$ cat src/rtl/aes_ahb_pkg.sv
// Shared definitions for the AES AHB-Lite driver: register map, bus encodings, FSM states.
package aes_ahb_pkg;

  localparam logic [1:0] HTRANS_IDLE   = 2'b00;
  localparam logic [1:0] HTRANS_NONSEQ = 2'b10;
  localparam logic [2:0] HSIZE_WORD    = 3'b010;

  localparam logic [31:0] OFS_KEY0   = 32'h00;
  localparam logic [31:0] OFS_PT0    = 32'h10;
  localparam logic [31:0] OFS_CTRL   = 32'h20;
  localparam logic [31:0] OFS_STATUS = 32'h24;
  localparam logic [31:0] OFS_CT0    = 32'h28;

  typedef enum logic [2:0] {
    StIdle,
    StWrKey,
    StWrPt,
    StWrCtrl,
    StPoll,
    StRdCt,
    StFault
  } aes_state_e;

  // Word n of a 128-bit value is bits [32n+31:32n].
  function automatic logic [31:0] get_word(input logic [127:0] v, input logic [1:0] i);
    logic [31:0] w;
    case (i)
      2'd0:    w = v[31:0];
      2'd1:    w = v[63:32];
      2'd2:    w = v[95:64];
      default: w = v[127:96];
    endcase
    return w;
  endfunction

  function automatic logic [127:0] set_word(input logic [127:0] v, input logic [1:0] i,
                                            input logic [31:0] w);
    logic [127:0] r;
    r = v;
    case (i)
      2'd0:    r[31:0]   = w;
      2'd1:    r[63:32]  = w;
      2'd2:    r[95:64]  = w;
      default: r[127:96] = w;
    endcase
    return r;
  endfunction

endpackage

$ cat src/rtl/ahb_mst_xfer.sv
// Single non-overlapped AHB-Lite transfer engine: one address phase, then one data phase.
module ahb_mst_xfer
  import aes_ahb_pkg::*;
(
  input  logic        HCLK,
  input  logic        HRESETn,
  input  logic        req,
  input  logic [31:0] addr,
  input  logic        write,
  input  logic [31:0] wdata,
  output logic        ack,
  output logic [31:0] rdata,
  output logic        err,
  output logic [31:0] HADDR,
  output logic [1:0]  HTRANS,
  output logic        HWRITE,
  output logic [2:0]  HSIZE,
  output logic [31:0] HWDATA,
  input  logic [31:0] HRDATA,
  input  logic        HREADY,
  input  logic        HRESP
);

  logic        data_q;
  logic [31:0] haddr_q;
  logic        hwrite_q;
  logic [31:0] hwdata_q;
  logic        addr_phase;

  // An address phase is presented whenever a request is pending and no data phase is open.
  assign addr_phase = req && !data_q;

  // Phase tracking plus held copies of the address/control and write data.
  always_ff @(posedge HCLK or negedge HRESETn) begin
    if (!HRESETn) begin
      data_q   <= 1'b0;
      haddr_q  <= '0;
      hwrite_q <= 1'b0;
      hwdata_q <= '0;
    end else begin
      if (addr_phase) begin
        haddr_q  <= addr;
        hwrite_q <= write;
      end
      if (addr_phase && HREADY) begin
        data_q <= 1'b1;
        if (write) hwdata_q <= wdata;
      end else if (data_q && (HREADY || HRESP)) begin
        // An error response ends the transfer on its first cycle; the job aborts anyway.
        data_q <= 1'b0;
      end
    end
  end

  // Bus drive: live address during the address phase, held values otherwise.
  always_comb begin
    HTRANS = addr_phase ? HTRANS_NONSEQ : HTRANS_IDLE;
    HADDR  = addr_phase ? addr : haddr_q;
    HWRITE = addr_phase ? write : hwrite_q;
    HSIZE  = HSIZE_WORD;
    HWDATA = hwdata_q;
    ack    = data_q && (HREADY || HRESP);
    err    = data_q && HRESP;
    rdata  = HRDATA;
  end

endmodule

$ cat src/rtl/aes_ahb_driver.sv
// AHB-Lite manager that loads key/plaintext into an AES peripheral, starts it,
// polls for completion and reads back the ciphertext.
module aes_ahb_driver
  import aes_ahb_pkg::*;
#(
  parameter logic [31:0] BASE_ADDR = 32'h4000_0000,
  parameter int unsigned POLL_MAX  = 1024
) (
  input  logic         HCLK,
  input  logic         HRESETn,
  input  logic         start_i,
  input  logic [127:0] key_i,
  input  logic [127:0] plaintext_i,
  output logic         busy_o,
  output logic         done_o,
  output logic         error_o,
  output logic [127:0] ciphertext_o,
  output logic [31:0]  HADDR,
  output logic [1:0]   HTRANS,
  output logic         HWRITE,
  output logic [2:0]   HSIZE,
  output logic [31:0]  HWDATA,
  input  logic [31:0]  HRDATA,
  input  logic         HREADY,
  input  logic         HRESP
);

  localparam int unsigned PW = $clog2(POLL_MAX + 1);
  localparam logic [PW-1:0] POLL_LIM = PW'(POLL_MAX);

  aes_state_e     state_q, state_d;
  logic [1:0]     idx_q, idx_d;
  logic [PW-1:0]  poll_q, poll_d, poll_inc;
  logic [127:0]   key_q, key_d, pt_q, pt_d, ct_q, ct_d;
  logic           done_q, done_d, error_q, error_d;

  logic           req, write, ack, err;
  logic [31:0]    addr, wdata, rdata;

  ahb_mst_xfer u_xfer (
    .HCLK   (HCLK),
    .HRESETn(HRESETn),
    .req    (req),
    .addr   (addr),
    .write  (write),
    .wdata  (wdata),
    .ack    (ack),
    .rdata  (rdata),
    .err    (err),
    .HADDR  (HADDR),
    .HTRANS (HTRANS),
    .HWRITE (HWRITE),
    .HSIZE  (HSIZE),
    .HWDATA (HWDATA),
    .HRDATA (HRDATA),
    .HREADY (HREADY),
    .HRESP  (HRESP)
  );

  assign poll_inc = (poll_q == POLL_LIM) ? poll_q : poll_q + PW'(1);

  // State, job operands and result registers.
  always_ff @(posedge HCLK or negedge HRESETn) begin
    if (!HRESETn) begin
      state_q <= StIdle;
      idx_q   <= '0;
      poll_q  <= '0;
      key_q   <= '0;
      pt_q    <= '0;
      ct_q    <= '0;
      done_q  <= 1'b0;
      error_q <= 1'b0;
    end else begin
      state_q <= state_d;
      idx_q   <= idx_d;
      poll_q  <= poll_d;
      key_q   <= key_d;
      pt_q    <= pt_d;
      ct_q    <= ct_d;
      done_q  <= done_d;
      error_q <= error_d;
    end
  end

  // Sequencer: issues one transfer request per step and advances on its acknowledge.
  always_comb begin
    state_d = state_q;
    idx_d   = idx_q;
    poll_d  = poll_q;
    key_d   = key_q;
    pt_d    = pt_q;
    ct_d    = ct_q;
    done_d  = 1'b0;
    error_d = error_q;
    req     = 1'b0;
    write   = 1'b0;
    addr    = BASE_ADDR;
    wdata   = '0;

    case (state_q)
      StIdle: begin
        if (start_i) begin
          key_d   = key_i;
          pt_d    = plaintext_i;
          error_d = 1'b0;
          poll_d  = '0;
          idx_d   = '0;
          state_d = StWrKey;
        end
      end
      StWrKey, StWrPt: begin
        req   = 1'b1;
        write = 1'b1;
        if (state_q == StWrKey) begin
          addr  = BASE_ADDR + OFS_KEY0 + {28'b0, idx_q, 2'b00};
          wdata = get_word(key_q, idx_q);
        end else begin
          addr  = BASE_ADDR + OFS_PT0 + {28'b0, idx_q, 2'b00};
          wdata = get_word(pt_q, idx_q);
        end
        if (ack) begin
          if (err) begin
            state_d = StFault;
          end else if (idx_q == 2'd3) begin
            idx_d   = '0;
            state_d = (state_q == StWrKey) ? StWrPt : StWrCtrl;
          end else begin
            idx_d = idx_q + 2'd1;
          end
        end
      end
      StWrCtrl: begin
        req   = 1'b1;
        write = 1'b1;
        addr  = BASE_ADDR + OFS_CTRL;
        wdata = 32'h1;
        if (ack) state_d = err ? StFault : StPoll;
      end
      StPoll: begin
        req  = 1'b1;
        addr = BASE_ADDR + OFS_STATUS;
        if (ack) begin
          if (err) begin
            state_d = StFault;
          end else if (rdata[0]) begin
            idx_d   = '0;
            state_d = StRdCt;
          end else begin
            poll_d = poll_inc;
            if (poll_inc == POLL_LIM) state_d = StFault;
          end
        end
      end
      StRdCt: begin
        req  = 1'b1;
        addr = BASE_ADDR + OFS_CT0 + {28'b0, idx_q, 2'b00};
        if (ack) begin
          if (err) begin
            state_d = StFault;
          end else begin
            ct_d = set_word(ct_q, idx_q, rdata);
            if (idx_q == 2'd3) begin
              idx_d   = '0;
              done_d  = 1'b1;
              state_d = StIdle;
            end else begin
              idx_d = idx_q + 2'd1;
            end
          end
        end
      end
      StFault: begin
        state_d = StIdle;
      end
      default: state_d = StIdle;
    endcase

    // Every abort path lands in FAULT with the sticky flag raised.
    if (state_d == StFault && state_q != StFault) begin
      error_d = 1'b1;
      idx_d   = '0;
    end
  end

  assign busy_o       = (state_q != StIdle) && (state_q != StFault);
  assign done_o       = done_q;
  assign error_o      = error_q;
  assign ciphertext_o = ct_q;

endmodule

$ cat config.mk
export PLATFORM = sky130hd
export DESIGN_NAME = aes_ahb_driver
export DESIGN_NICKNAME = d
export VERILOG_FILES = /design/src/rtl/aes_ahb_pkg.sv /design/src/rtl/ahb_mst_xfer.sv /design/src/rtl/aes_ahb_driver.sv
export SDC_FILE = /design/constraint.sdc
export NUM_CORES = 1
export LEC_CHECK = 0
export CORE_MARGIN = 2
export CORE_UTILIZATION = 51
export CTS_BUF_LIST = sky130_fd_sc_hd__clkbuf_4
export DETAILED_ROUTE_END_ITERATION = 12
export PLACE_DENSITY = 0.8
export SLEW_MARGIN = 20
export SYNTH_ARGS = -nofsm -noshare
export SYNTH_HDL_FRONTEND = slang
export SYNTH_SLANG_ARGS = --single-unit
export TNS_END_PERCENT = 20
$ cat constraint.sdc
create_clock -name HCLK -period 3.35 [get_ports HCLK]
set_clock_uncertainty 0.15 [all_clocks]
set_input_delay 0.67 -clock HCLK [delete_from_list [all_inputs] [get_ports HCLK]]
set_output_delay 0.67 -clock HCLK [all_outputs]
set_load 0.05 [all_outputs]
# Word level (Yosys, flattened, before mapping)
# Index checks and enable logic that the tools add are counted.
word_totals:
  ff_bits: 468
  in_bits: 293
  out_inout_bits: 201
  elab_cells: 124
classes:
  addsub: 5
  n_eq_ne: 22
  mux: 50
  n_bitwise: 2
  n_reduce_logical: 30
op_table:
  columns: ["cell", "n"]
  rows:
  - ["one-hot mux 32 bit (3 select lines)", 2]
  - ["one-hot mux 32 bit (4 select lines)", 1]
  - ["adder 31 x 4 -> 32 bit, first input constant", 3]
  - ["2-to-1 mux 32 bit", 3]
  - ["one-hot mux 32 bit (2 select lines)", 1]
  - ["2-to-1 mux 11 bit", 5]
  - ["2-to-1 mux 3 bit", 12]
  - ["equality test 11 bit, second input constant", 2]
  - ["one-hot mux 11 bit (2 select lines)", 1]
  - ["2-to-1 mux 2 bit", 10]
  - ["AND reduction 4 bit", 4]
  - ["!= test 3 bit, second input constant", 5]
  - ["one-hot mux 3 bit (5 select lines)", 1]
  - ["2-to-1 mux 1 bit", 13]
  - ["adder 11 x 1 -> 11 bit, second input constant", 1]
  - ["equality test 3 bit, second input constant", 3]
  - ["OR reduction 3 bit", 3]
  - ["!= test 2 bit, second input constant", 4]
  - ["nonzero test 2 bit", 4]
  - ["AND reduction 7 bit", 1]
  - ["equality test 3 x 2 -> 1 bit, second input constant", 2]
  - ["logical AND 1 bit", 6]
  - ["one-hot mux 2 bit (3 select lines)", 1]
  - ["AND reduction 2 bit", 3]
  - ["16 further kinds", 18]

# Longest topological paths before layout
logic_depth:
  depth_word: 12
  mapped_depth: 8
  mapped_depth_nobuf: 7

# By module
# From an unflattened synthesis, not the netlist that was laid out.
hier_totals:
  hier_cells: 2000
  area_unflattened_um2: 20414.6
by_module_without_submodules:
  columns: ["module", "n_inst", "cells_each", "area_per_inst_um2", "seq_area_each_um2"]
  rows:
  - ["aes_ahb_driver", 1, 1816, 17382.9, 10059.6]
  - ["ahb_mst_xfer", 1, 184, 3031.7, 1651.6]

# Worst setup path after synthesis
# No wires, ideal clock.
synth_path:
  path_type: "register to output"
  startpoint: "register state_q[0]"
  endpoint: "output port HADDR[3]"
  t_arrival_ps: 2362
  t_required_ps: 2530
  path_slack_ps: 168
  stages_incl_launch_ff: 7
  n_path_buf: 2
  cell_sequence: "dfrtp_1 > clkbuf_1 > clkbuf_1 > mux2i_1 > nor2_1 > a31oi_1 > o21ai_0"
synth_between:
  elab_chain_cells: 5
  word_cells_on_any_way: 12
  cone_classes: "eq/ne (5); mux (4); reduce/logical (3)"
synth_lines:
  columns: ["element", "line_no", "rtl"]
  rows:
  - ["start: declaration", "aes_ahb_driver.sv:31", "aes_state_e state_q, state_d;"]
  - ["start signal: assignment", "aes_ahb_driver.sv:65", "state_q <= StIdle;"]
  - ["start signal: assignment", "aes_ahb_driver.sv:74", "state_q <= state_d;"]
  - ["equality test 3 x 1 -> 1 bit, or another cell as far along", "aes_ahb_driver.sv:100, aes_ahb_driver.sv:114", null]
  - ["OR reduction 5 bit (no source line)", null, null]
  - ["2-to-1 mux 1 bit", "aes_ahb_driver.sv:100", "case (state_q)"]
  - ["logical AND 1 bit", "ahb_mst_xfer.sv:31", "assign addr_phase = req && !data_q;"]
  - ["2-to-1 mux 32 bit *", "ahb_mst_xfer.sv:58", "HADDR = addr_phase ? addr : haddr_q;"]
  - ["end: declaration", "aes_ahb_driver.sv:18", "output logic [31:0] HADDR,"]
# Mark *: on every way between the ends. The rest lies on a longest branch, timed or not.

# Final worst setup path
layout_path:
  startpoint: "register state_q[0]"
  endpoint: "output port HADDR[30]"
# The elaborated chain is that of the path after synthesis.

==> impl_metrics.py <==
metrics = {
    "setup_path": {
        "path_common_cell": "buf_12",
        "cpPeakStageDelay_ns": 0.47,
        "crit_path_max_fanout": 27,
        "critPathCaptureType": "primary output",
        "crit_slowest_cell": "dfrtp_2",
        "cp.arrival_ns": 2.40,
        "worst_ep_required_time_ns": 2.53,
        "path_depth": 6,
        "rr_endpoint": "error_o",
        "worstRegToRegCells": 7,
        "startpoint": "state_q[0]",
        "crit_family": "buffers and inverters",
        "rr_startpoint": "poll_q[0]",
        "reg2reg_slack_ns": 0.52,
        "cp-start-kind": "flop",
        "cp_num_buf_inv": 3,
        "path_cells": "buf_6, o21ai_1, a21oi_2, buf_12, or2_2, buf_12",
        "worstSetupPathType": "flop to primary output",
        "crit_path_end": "HADDR[30]",
    },
    "clock_network": {
        "cts.clk_slew.worst_paths_ns": 0.07,
        "htreeDepth": 3,
        "clock_path_buffers": 3,
        "clk_latency_ns": 0.84,
        "cts_buffers": 114,
        "cts_tree": "built",
        "cts_root_buf": "clkbuf_4",
        "clkSinkCount": 468,
    },
    "sta": {
        "maxSlewViolCount": 0,
        "max_slew_margin": 0.0848,
        "tightest_slew_ns": 1.37,
        "setup_viol": 0,
        "fin_hold_ws_ns": 0.202,
        "final_hold_viol_count": 0,
        "period_share": 0.962,
        "setup_tns_ns": 0,
        "rsz0062_at_grt": "no",
        "fmaxAchievable_ghz": 0.310,
        "min_period_ns": 3.22,
    },
    "power": {
        "leakagePower_nw": 13.4,
        "vdd_drop_max_mv": 0.483,
        "powerDensity_nw_per_um2": 849,
    },
    "logic_synthesis": {
        "synth_cells": 1919,
        "synth.distinct_cells": 65,
        "yosysSeqAreaShare": 0.589,
        "yosys_register_bits": 468,
        "yosys_warnings": 0,
        "synth_edf_count": 0,
        "ys.flop_type": "dfrtp_1",
        "synth.avg_cell_area_um2": 10.4,
        "synthArstFlopShare": 1.00,
        "syn-cell-area_um2": 19900,
    },
    "placed_design": {
        "place.gp.congestion": 0.948,
        "place.detailed.hpwl_mm": 44.4,
        "placedCellCount": 2834,
        "io_buffers": 489,
        "placed_cell_area_um2": 25600,
    },
    "layout": {
        "layout.nets": 2738,
        "drive_gt1_frac": 0.173,
        "post-route-cell-area_um2": 27100,
        "fin_util": 0.702,
        "area_growth_pct": 36.3,
        "final_cells": 3045,
    },
    "floorplanning": {
        "die_x_um": 201,
        "ios": 494,
        "die_area_um2": 40600,
        "die_h_um": 201,
        "initial_core_util": 0.515,
        "rows": 72,
        "core-area_um2": 38600,
    },
    "route": {
        "route.detailed.drc": 0,
        "vias": 16668,
        "viasPerCell": 5.47,
        "first_pass_iters": 7,
        "wl_mm": 62.5,
        "detail-route-antenna-nets": 0,
        "drt_iter0_drc": 1438,
        "wl_per_cell_um": 20.5,
    },
    "grt": {
        "grt_util_all_layers": 0.311,
        "grt_max_degree": 258,
        "antenna_found_initial": 11,
        "first_global_vias": 17174,
        "grt_pass1_wl_mm": 97.2,
        "grt_overflow_total": 0,
    },
    "run": {
        "maxCapViolations": 0,
    },
    "min_path": {
        "hold_path.class": "input pin to flop",
        "whs_path_depth": 3,
    },
    "run_status": {
        "status": "completed",
    },
}
[registers in the layout, indices dropped and copies added (netlist names)]
signal / cells
ciphertext_o: 128
key_q: 128
pt_q: 128
u_xfer.HWDATA: 32
u_xfer.haddr_q: 32
poll_q: 11
state_q: 3
idx_q: 2
done_o: 1
error_o: 1
u_xfer.data_q: 1
u_xfer.hwrite_q: 1
[cell type report]
type	count	area, um2
clock inverter	34	186
timing repair buffer	537	5670
antenna	8	20.0
inverter	69	260
clock buffer	162	1220
fill	2810	11500
tap	518	648
multi-input combinational	1249	7360
sequential	468	11700
[stage by stage]
stage	setup WS [ns]	power [mW]
2_1_floorplan	0.168	14.8
3_3_place_gp	0.429	18.0
3_5_place_dp	0.358	18.3
4_1_cts	0.00256	23.0
5_1_grt	0.00238	24.3
6_report	0.127	23.0
[synth_stat cells (11+ instances only)]
cell | count | area share
nand2_1 | 789 | 0.15
dfrtp_1 | 468 | 0.59
mux2_2 | 131 | 0.074
clkbuf_1 | 74 | 0.014
inv_1 | 68 | 0.013
a222oi_1 | 56 | 0.028
buf_2 | 37 | 0.0093
nor2b_1 | 30 | 0.0094
a22o_1 | 28 | 0.012
mux4_2 | 28 | 0.032
o21ai_0 | 26 | 0.0065
nor2_1 | 18 | 0.0034
buf_1 | 14 | 0.0026
a21oi_1 | 13 | 0.0033
nand3_1 | 11 | 0.0028
[logic make-up after synthesis]
group                    after synthesis  share of synthesized area
AND/OR/NAND/NOR                      888                      0.179
flip-flops                           468                      0.589
buffers and inverters                204                     0.0429
AO/OA/AOI/OAI                        180                     0.0732
multiplexers                         166                      0.110
adder cells (fa/ha/maj)                6                    0.00378
XOR/XNOR                               5                    0.00220
other                                  2                   0.000378
[repair_timing]
item                                    CTS  global route
endpoints found under the hold margin    74             0
pin swaps                                 1             0
hold buffers                              1             0
endpoints found under the setup margin   32            15
gates resized for setup                  10             3
setup buffers                             1             5
[worst min path at each step]
stage | slack [ns] | from | end
finish | 0.20 | plaintext_i[10] | pt_q[10]
global route | 0.17 | plaintext_i[42] | pt_q[42]
CTS | 0.14 | plaintext_i[29] | pt_q[29]
global placement | 0.30 | key_q[114] | key_q[114]
floorplan | 0.22 | HRESETn | ciphertext_o[0]
detailed placement | 0.31 | key_q[118] | key_q[118]
[metal layers]
metal	vias up	part of all wire	GRT usage
met5	-	0.00066	0
met4	6	0.044	0.148
met3	151	0.085	0.0739
met2	853	0.50	0.525
met1	8171	0.37	0.377
li1	7487	-	-
[worst min-delay path, stage by stage]
cell and delay [ns]:
clkdlybuf4s50_1 0.39, nand2_1 0.06, nand2_1 0.04
[cells in the final DEF (no fill, tap or decap), drive strengths merged, types with 3 or more instances in the layout]
master           n
clkbuf         162
a22oi            7
a221oi           4
nor2b           30
diode            8
clkinv          30
o31ai            9
clkinvlp         3
clkdlybuf4s50  453
nor3             9
mux2           131
a222oi          56
o211ai           4
a32o             4
ha               6
nor2            18
nand2          789
xor2             4
a21oi           13
conb             4
nand2b           5
dfrtp          468
inv             69
mux4            28
buf             81
nor3b            3
o41ai            3
nand4            3
a22o            28
mux2i            7
a31oi            5
a211o            3
o21ai           28
nand3           11
[power breakdown]
| part | leakage [nW] | internal, mW | switching, mW |
|---|---|---|---|
| logic | 6.52 | 3.69 | 5.91 |
| registers | 6.09 | 7.58 | 1.21 |
| clock network | 0.827 | 2.30 | 2.32 |
(Power assumes the default switching activity.)
